### src/rtl/jk_reg_bank.sv
`default_nettype none
// ============================================================================
// Module     : jk_reg_bank
// Description: WIDTH-bit register bank built from per-bit JK cells, with
//              runtime mode select (JK / D / T / up-down COUNT), clock
//              enable, synchronous clear, change/wrap flags and a saturating
//              change-event counter.
//              Optional macro JK_REG_BANK_PARITY_EN adds a registered
//              even-parity output that always equals ^out.
// Revision   : 1.0 - initial release
// ============================================================================
module jk_reg_bank #(
  parameter int               WIDTH     = 8,
  parameter logic [WIDTH-1:0] RESET_VAL = '0,
  parameter int               CNT_W     = 8
) (
  input  logic             clk,
  input  logic             reset,
  input  logic             en,
  input  logic             sclr,
  input  logic [1:0]       mode,
  input  logic [WIDTH-1:0] j,
  input  logic [WIDTH-1:0] k,
  output logic [WIDTH-1:0] out,
  output logic [WIDTH-1:0] out_n,
  output logic             changed,
  output logic             wrap,
  output logic [CNT_W-1:0] tog_cnt
`ifdef JK_REG_BANK_PARITY_EN
  ,
  output logic             parity
`endif
);

  localparam logic [1:0]       C_MODE_JK    = 2'b00;
  localparam logic [1:0]       C_MODE_D     = 2'b01;
  localparam logic [1:0]       C_MODE_T     = 2'b10;
  localparam logic [1:0]       C_MODE_COUNT = 2'b11;

  localparam logic [WIDTH-1:0] C_ONES    = '1;
  localparam logic [WIDTH-1:0] C_ZERO    = '0;
  localparam logic [WIDTH-1:0] C_ONE     = WIDTH'(1);
  localparam logic [CNT_W-1:0] C_CNT_MAX = '1;
  localparam logic [CNT_W-1:0] C_CNT_ONE = CNT_W'(1);

  logic [WIDTH-1:0] r_out;
  logic             r_changed;
  logic             r_wrap;
  logic [CNT_W-1:0] r_tog_cnt;

  logic [WIDTH-1:0] w_jk;
  logic [WIDTH-1:0] w_t;
  logic [WIDTH-1:0] w_cnt;
  logic             w_up;
  logic             w_dn;
  logic             w_cnt_wrap;
  logic [WIDTH-1:0] w_next;
  logic             w_wrap_next;
  logic             w_changed_next;

  // Candidate next values for each mode, computed in parallel per bit.
  // JK cell equation: Q+ = J & ~Q | ~K & Q (hold / set / clear / toggle).
  always_comb begin
    w_jk       = (j & ~r_out) | (~k & r_out);
    w_t        = r_out ^ j;
    w_up       = j[0] & ~k[0];
    w_dn       = ~j[0] & k[0];
    w_cnt      = r_out;
    w_cnt_wrap = 1'b0;
    if (w_up) begin
      w_cnt      = r_out + C_ONE;
      w_cnt_wrap = (r_out == C_ONES);
    end else if (w_dn) begin
      w_cnt      = r_out - C_ONE;
      w_cnt_wrap = (r_out == C_ZERO);
    end
  end

  // Priority select: sclr beats a disabled clock, which beats the mode action.
  always_comb begin
    w_next      = r_out;
    w_wrap_next = 1'b0;
    if (sclr) begin
      w_next = RESET_VAL;
    end else if (en) begin
      unique case (mode)
        C_MODE_JK: w_next = w_jk;
        C_MODE_D:  w_next = j;
        C_MODE_T:  w_next = w_t;
        C_MODE_COUNT: begin
          w_next      = w_cnt;
          w_wrap_next = w_cnt_wrap;
        end
        default:   w_next = r_out;
      endcase
    end
    w_changed_next = (w_next != r_out);
  end

  // State register, flags and saturating change counter (sclr leaves the
  // counter alone; only reset clears it).
  always_ff @(posedge clk or posedge reset) begin
    if (reset) begin
      r_out     <= RESET_VAL;
      r_changed <= 1'b0;
      r_wrap    <= 1'b0;
      r_tog_cnt <= '0;
    end else begin
      r_out     <= w_next;
      r_changed <= w_changed_next;
      r_wrap    <= w_wrap_next;
      if (w_changed_next && (r_tog_cnt != C_CNT_MAX)) begin
        r_tog_cnt <= r_tog_cnt + C_CNT_ONE;
      end
    end
  end

`ifdef JK_REG_BANK_PARITY_EN
  logic r_parity;

  // Parity is registered from the same next value as out so it never lags.
  always_ff @(posedge clk or posedge reset) begin
    if (reset) begin
      r_parity <= ^RESET_VAL;
    end else begin
      r_parity <= ^w_next;
    end
  end

  assign parity = r_parity;
`endif

  assign out     = r_out;
  assign out_n   = ~r_out;
  assign changed = r_changed;
  assign wrap    = r_wrap;
  assign tog_cnt = r_tog_cnt;

endmodule
`default_nettype wire

### config.mk
export PLATFORM = sky130hd
export DESIGN_NAME = jk_reg_bank
export DESIGN_NICKNAME = d
export VERILOG_FILES = /design/src/rtl/jk_reg_bank.sv
export SDC_FILE = /design/constraint.sdc
export NUM_CORES = 1
export LEC_CHECK = 0
export CORE_UTILIZATION = 54
export CTS_CLUSTER_DIAMETER = 150
export DETAILED_ROUTE_END_ITERATION = 7
export MAX_ROUTING_LAYER = met4
export PLACE_DENSITY = 0.91
export SLEW_MARGIN = 10
export SYNTH_ARGS = -nofsm -noshare
export SYNTH_HDL_FRONTEND = slang
export SYNTH_SLANG_ARGS = --single-unit
export TNS_END_PERCENT = 10
### constraint.sdc
create_clock -name clk -period 7.7 [get_ports clk]
set_input_delay 0.77 -clock clk [delete_from_list [all_inputs] [get_ports clk]]
set_output_delay 0.77 -clock clk [all_outputs]
set_load 0.01 [all_outputs]
Word level (Yosys, flattened, before mapping):

Cells that the tools add are included.

* register bits: 18
* bits of input ports: 22

* reduce and logical (&&, ||, !) cells: 3
* muxes and demuxes: 10
* equality and inequality tests: 6
* add/sub/neg operators: 3
* bitwise logic cells: 10

Operators with widths (count)
* two-way mux 8 bit: 4
* case mux 8 bit (4 select lines): 1
* adder 8 x 1 -> 8 bit (second input constant): 2
* bitwise AND 8 bit: 2
* NOT 8 bit: 2
* equality test 8 bit (second input constant): 1
* zero test 8 bit: 1
* != test 8 bit: 1
* != test 8 bit (second input constant): 1
* OR 8 bit: 1
* subtractor 8 x 1 -> 8 bit (second input constant): 1
* bitwise XOR 8 bit: 1
* two-way mux 1 bit: 5
* equality test 2 bit (second input constant): 2
* bitwise AND 1 bit: 2
* equality test 2 x 1 -> 1 bit (second input constant): 1
* zero test 2 bit: 1
* NOT 1 bit: 2
* logical AND 1 bit: 1

Longest topological paths before layout:

* word-level depth: 9
* mapped depth: 10

Worst setup path after synthesis:

OpenSTA, ideal clock, no wires.

* path kind: reg2reg
* from: register r_out[0], in the netlist out[0]
* to: register r_tog_cnt[1], in the netlist tog_cnt[1]
* setup time: 125 ps
* data required time: 7575 ps
* stages on the path, launching flop included: 11
* path slack: 4839 ps
* arrival time: 2736 ps
* cell sequence: dfrtp_1 > clkbuf_1 > inv_1 > ha_1 > nor2b_1 > a221o_1 > nand4_1 > and2_1 > nand4_4 > o41ai_4 > mux2_4

* word-level cells in the longest chain between the ends: 8
* elaborated cells between the ends (all ways): 14
* classes of those cells: 2 x add/sub; 1 x eq/ne; 5 x mux; 5 x bitwise; 1 x reduce/logical

Ends and longest elaborated chain
* from (decl): line 46 `logic [WIDTH-1:0] r_out;`
* from (signal assigned): line 109 `r_out <= w_next;`
* NOT 8 bit
* net out_n[0]: line 25 `output logic [WIDTH-1:0] out_n,`
* bitwise AND 8 bit: line 64 `w_jk = (j & ~r_out) | (~k & r_out);`
* OR 8 bit: line 64
* case mux 8 bit (4 select lines): line 86 `unique case (mode)`
* two-way mux 8 bit: line 85 `end else if (en) begin`
* two-way mux 8 bit: line 83 `if (sclr) begin`
* != test 8 bit: line 97 `w_changed_next = (w_next != r_out);`
* logical AND 1 bit: line 112 `if (w_changed_next && (r_tog_cnt != C_CNT_MAX)) begin`
* to (signal assigned): line 113 `r_tog_cnt <= r_tog_cnt + C_CNT_ONE;`
* to (decl): line 49 `logic [CNT_W-1:0] r_tog_cnt;`

The timed path passes the listed nets, and every way through them passes these cells.
A chain may end at the register's enable or synchronous reset.

Worst setup path after layout:

* from: input port mode[1]
* to: register r_tog_cnt[2], in the netlist tog_cnt[2]

* word-level cells in the longest chain between the ends: 6
* elaborated cells between the ends (all ways): 9
* classes of those cells: 4 x eq/ne; 3 x mux; 2 x reduce/logical

Ends and longest elaborated chain
* from (decl): line 21 `input logic [1:0] mode,`
* equality test 2 bit (tied with other cells): line 86
* case mux 8 bit (4 select lines) (*): line 86
* two-way mux 8 bit (*): line 85
* two-way mux 8 bit (*): line 83
* != test 8 bit (*): line 97
* logical AND 1 bit (*): line 112

Mark *: on every way between the ends. The rest lies on a longest branch, timed or not.

==> impl_metrics.csv <==
group,metric,value,unit
run_status,status,"completed",
cts,post_cts_buffers,0,
global_route,grt_max_degree,33,
placement,dp_cells,335,
critical_path,cpPeakStageDelay,1.03,ns
floorplanning,floorplan.rows,21,
synthesis,synth_xor_area_frac,0.0135,
placement,routabilityCongestion,0.965,
routing,vias_per_cell,6.52,
layout,layout_commonest_cell,"clkdlybuf4s50_1",
critical_path,crit_fanout,26,
synthesis,synthAdderAreaFrac,0.0256,
synthesis,synth.avg_cell_area,7.59,µm²
routing,wl_met1,2420,µm
synthesis,ys_ff_latch,18,
floorplanning,io_pins,48,
layout,n_antenna_cell,0,
synthesis,yosys.area_share.simple,0.318,
cts,postCtsHoldBufs,0,
synthesis,yosysWarnings,0,
global_route,first_global_vias,1917,
routing,first_pass_iters,7,
pwr,p_per_area,188,nW/µm²
synthesis,synth_edf_count,0,
sta,relSlewSlack,0.397,
placement,hpwlAfterDp,4100,µm
layout,final_core_util,0.722,
global_route,grt_pass1_wl,9550,µm
routing,routed-wl-met2,2530,µm
floorplanning,fp.dieArea,3860,µm²
synthesis,synth-main-ff-cell,"dfrtp_1",
synthesis,syn_area,1950,µm²
cts,clock_sinks,18,
sta,fin_setup_tns,0,ns
floorplanning,die_x,62.1,µm
sta,setup_viol,0,
min_path,min-delay-path-class,"reg2reg",
cts,cts_tree,"done",
pwr,power,0.460,mW
min_path,hp-start,"tog_cnt[0]",
cts,insertion_delay,0.32,ns
placement,place_ws,3.74,ns
synthesis,ys_seq_area_frac,0.231,
global_route,antenna_found_initial,0,
cts,cts_made_buffers,3,
pwr,ir_drop,0.000136,V
routing,routed_wl,5740,µm
synthesis,syn-num-nets,283,
cts,clk_pin_slew,0.11,ns
cts,ctsRootBufferMaster,"clkbuf_4",
sta,finalHoldViolations,0,
layout,layout.cells.non_filler,339,
sta,fin_crit,3.74,ns
job,cap_violations,0,
sta,holdWs,0.569,ns
sta,worst_clock_skew,0.0118,ns
min_path,min_to,"tog_cnt[0]",
cts,cts_resized,0,
sta,slew_violations,0,
critical_path,required,7.95,ns
layout,regArea,450,µm²
floorplanning,core_area,3390,µm²
synthesis,synth_mux_area_frac,0.0513,
pwr,p_leak,0.930,nW
critical_path,path_cells,"clkdlybuf4s50_1, nand2_1, a221o_1, nand4_1, and2_1, nand4_4, nor4_2, a2bb2oi_1",
layout,multi_input_area,1360,µm²
synthesis,synth_top_family_by_area,"simple AND/OR/NAND/NOR gates",
routing,top_layer,"met4",
routing,routedWlPerCell,16.9,µm
critical_path,regToRegStartpoint,"out[0]",
critical_path,startpoint_type,"primary input",
floorplanning,die_h,62.1,µm
critical_path,reg2reg_setup_slack,4.60,ns
layout,drive_above_1_share,0.0785,
sta,final.setup.worst_slack,3.96,ns
synthesis,synthArstFlopShare,1.00,
critical_path,cp_data_arrival_time,3.99,ns
routing,ant_nets,0,
sta,fin_crit_sh,0.486,
layout,layout_common_cells,"clkdlybuf4s50_1 (47), nor2_1 (27), nand2_1 (23), a21oi_1 (18), dfrtp_1 (18)",
placement,placed_cell_area,2410,µm²
routing,routed-via-count,2211,
synthesis,synth_compound_area_frac,0.290,
routing,met3_length,705,µm
critical_path,cpMaxStageDelayCell,"clkdlybuf4s50_1",
cts,clk_path_buf_depth,2,
synthesis,synth_cell_type_count,64,
sta,max_freq,267,MHz
sta,worst_pin_slew,0.901,ns
min_path,holdPathStages,1,
critical_path,crit_path_end_kind,"register",
sta,grt_setup_unrepaired,"no",
placement,io_buffers,47,
floorplanning,start_util,0.576,
critical_path,worstRegToRegCells,9,
global_route,grt_overflow,0,
layout,fillCellCount,277,
cts,htree_levels,1,
critical_path,timing.rr.end,"tog_cnt[2]",
global_route,grtUsageTotal,0.317,
layout,area_delta_synth_final,25.3,%
layout,final_area,2450,µm²
critical_path,critPathKind,"in2reg",
synthesis,syn_inst,257,
layout,nets,320,
routing,drtIter0Drc,144,
routing,drc,0,
state kept, by name, indices dropped and copies added (netlist names):
register	cells
changed	1
tog_cnt	8
wrap	1
out	8
worst max-delay path: cells and delay by family:
kind / cells / cell delay, ns
simple gates: 5 / 1.51
buf+inv: 1 / 1.03
compound gates: 2 / 0.66
worst max-delay path by stage:
stage / startpoint / endpoint / slack (ns) / cells after the start
finish: mode[1] / tog_cnt[2] / 3.96 / 8
CTS: mode[1] / tog_cnt[2] / 4.06 / 8
global route: mode[1] / tog_cnt[6] / 3.77 / 8
detailed placement: mode[1] / tog_cnt[1] / 3.74 / 8
global placement: mode[1] / tog_cnt[1] / 3.85 / 8
floorplan: out[0] / tog_cnt[1] / 4.84 / 10
cells in the mapped netlist (4+ instances only):
cell / n / share of area
inv_1: 15 / 0.029
o22ai_1: 6 / 0.019
nor3_1: 8 / 0.021
nor2_1: 27 / 0.052
a21oi_1: 18 / 0.046
clkbuf_1: 7 / 0.013
or3_1: 8 / 0.026
mux2i_1: 4 / 0.021
nand2_1: 23 / 0.044
dfrtp_1: 18 / 0.23
nor2b_1: 5 / 0.016
nand2b_1: 4 / 0.013
o21ai_0: 13 / 0.033
buf_2: 5 / 0.013
nand3_1: 10 / 0.026
a31oi_1: 6 / 0.019
nand4_1: 4 / 0.013
ha_1: 4 / 0.026
layer usage:
| layer | vias up | track usage |
|---|---|---|
| li1 | 1036 | - |
| met1 | 1008 | 0.436 |
| met2 | 155 | 0.464 |
| met3 | 12 | 0.0699 |
| met4 | 0 | 0.0959 |
| met5 | - | - |
report_power, final:
part	internal, mW	switching [mW]
Sequential	0.121	0.0369
Combinational	0.123	0.115
Clock	0.0290	0.0351
cells by family after synthesis:
logic type,after synthesis
flops,18
compound gates,79
fa+ha+maj,4
simple gates,112
buf+inv,32
mux,9
xor+xnor,3
cell type report:
cell class,instances,area share
Tap cell,46,0.0235
Sequential cell,18,0.184
Clock buffer,4,0.0148
Inverter,16,0.0246
Multi-Input combinational cell,207,0.558
Timing Repair Buffer,48,0.195
(Power assumes the default switching activity.)
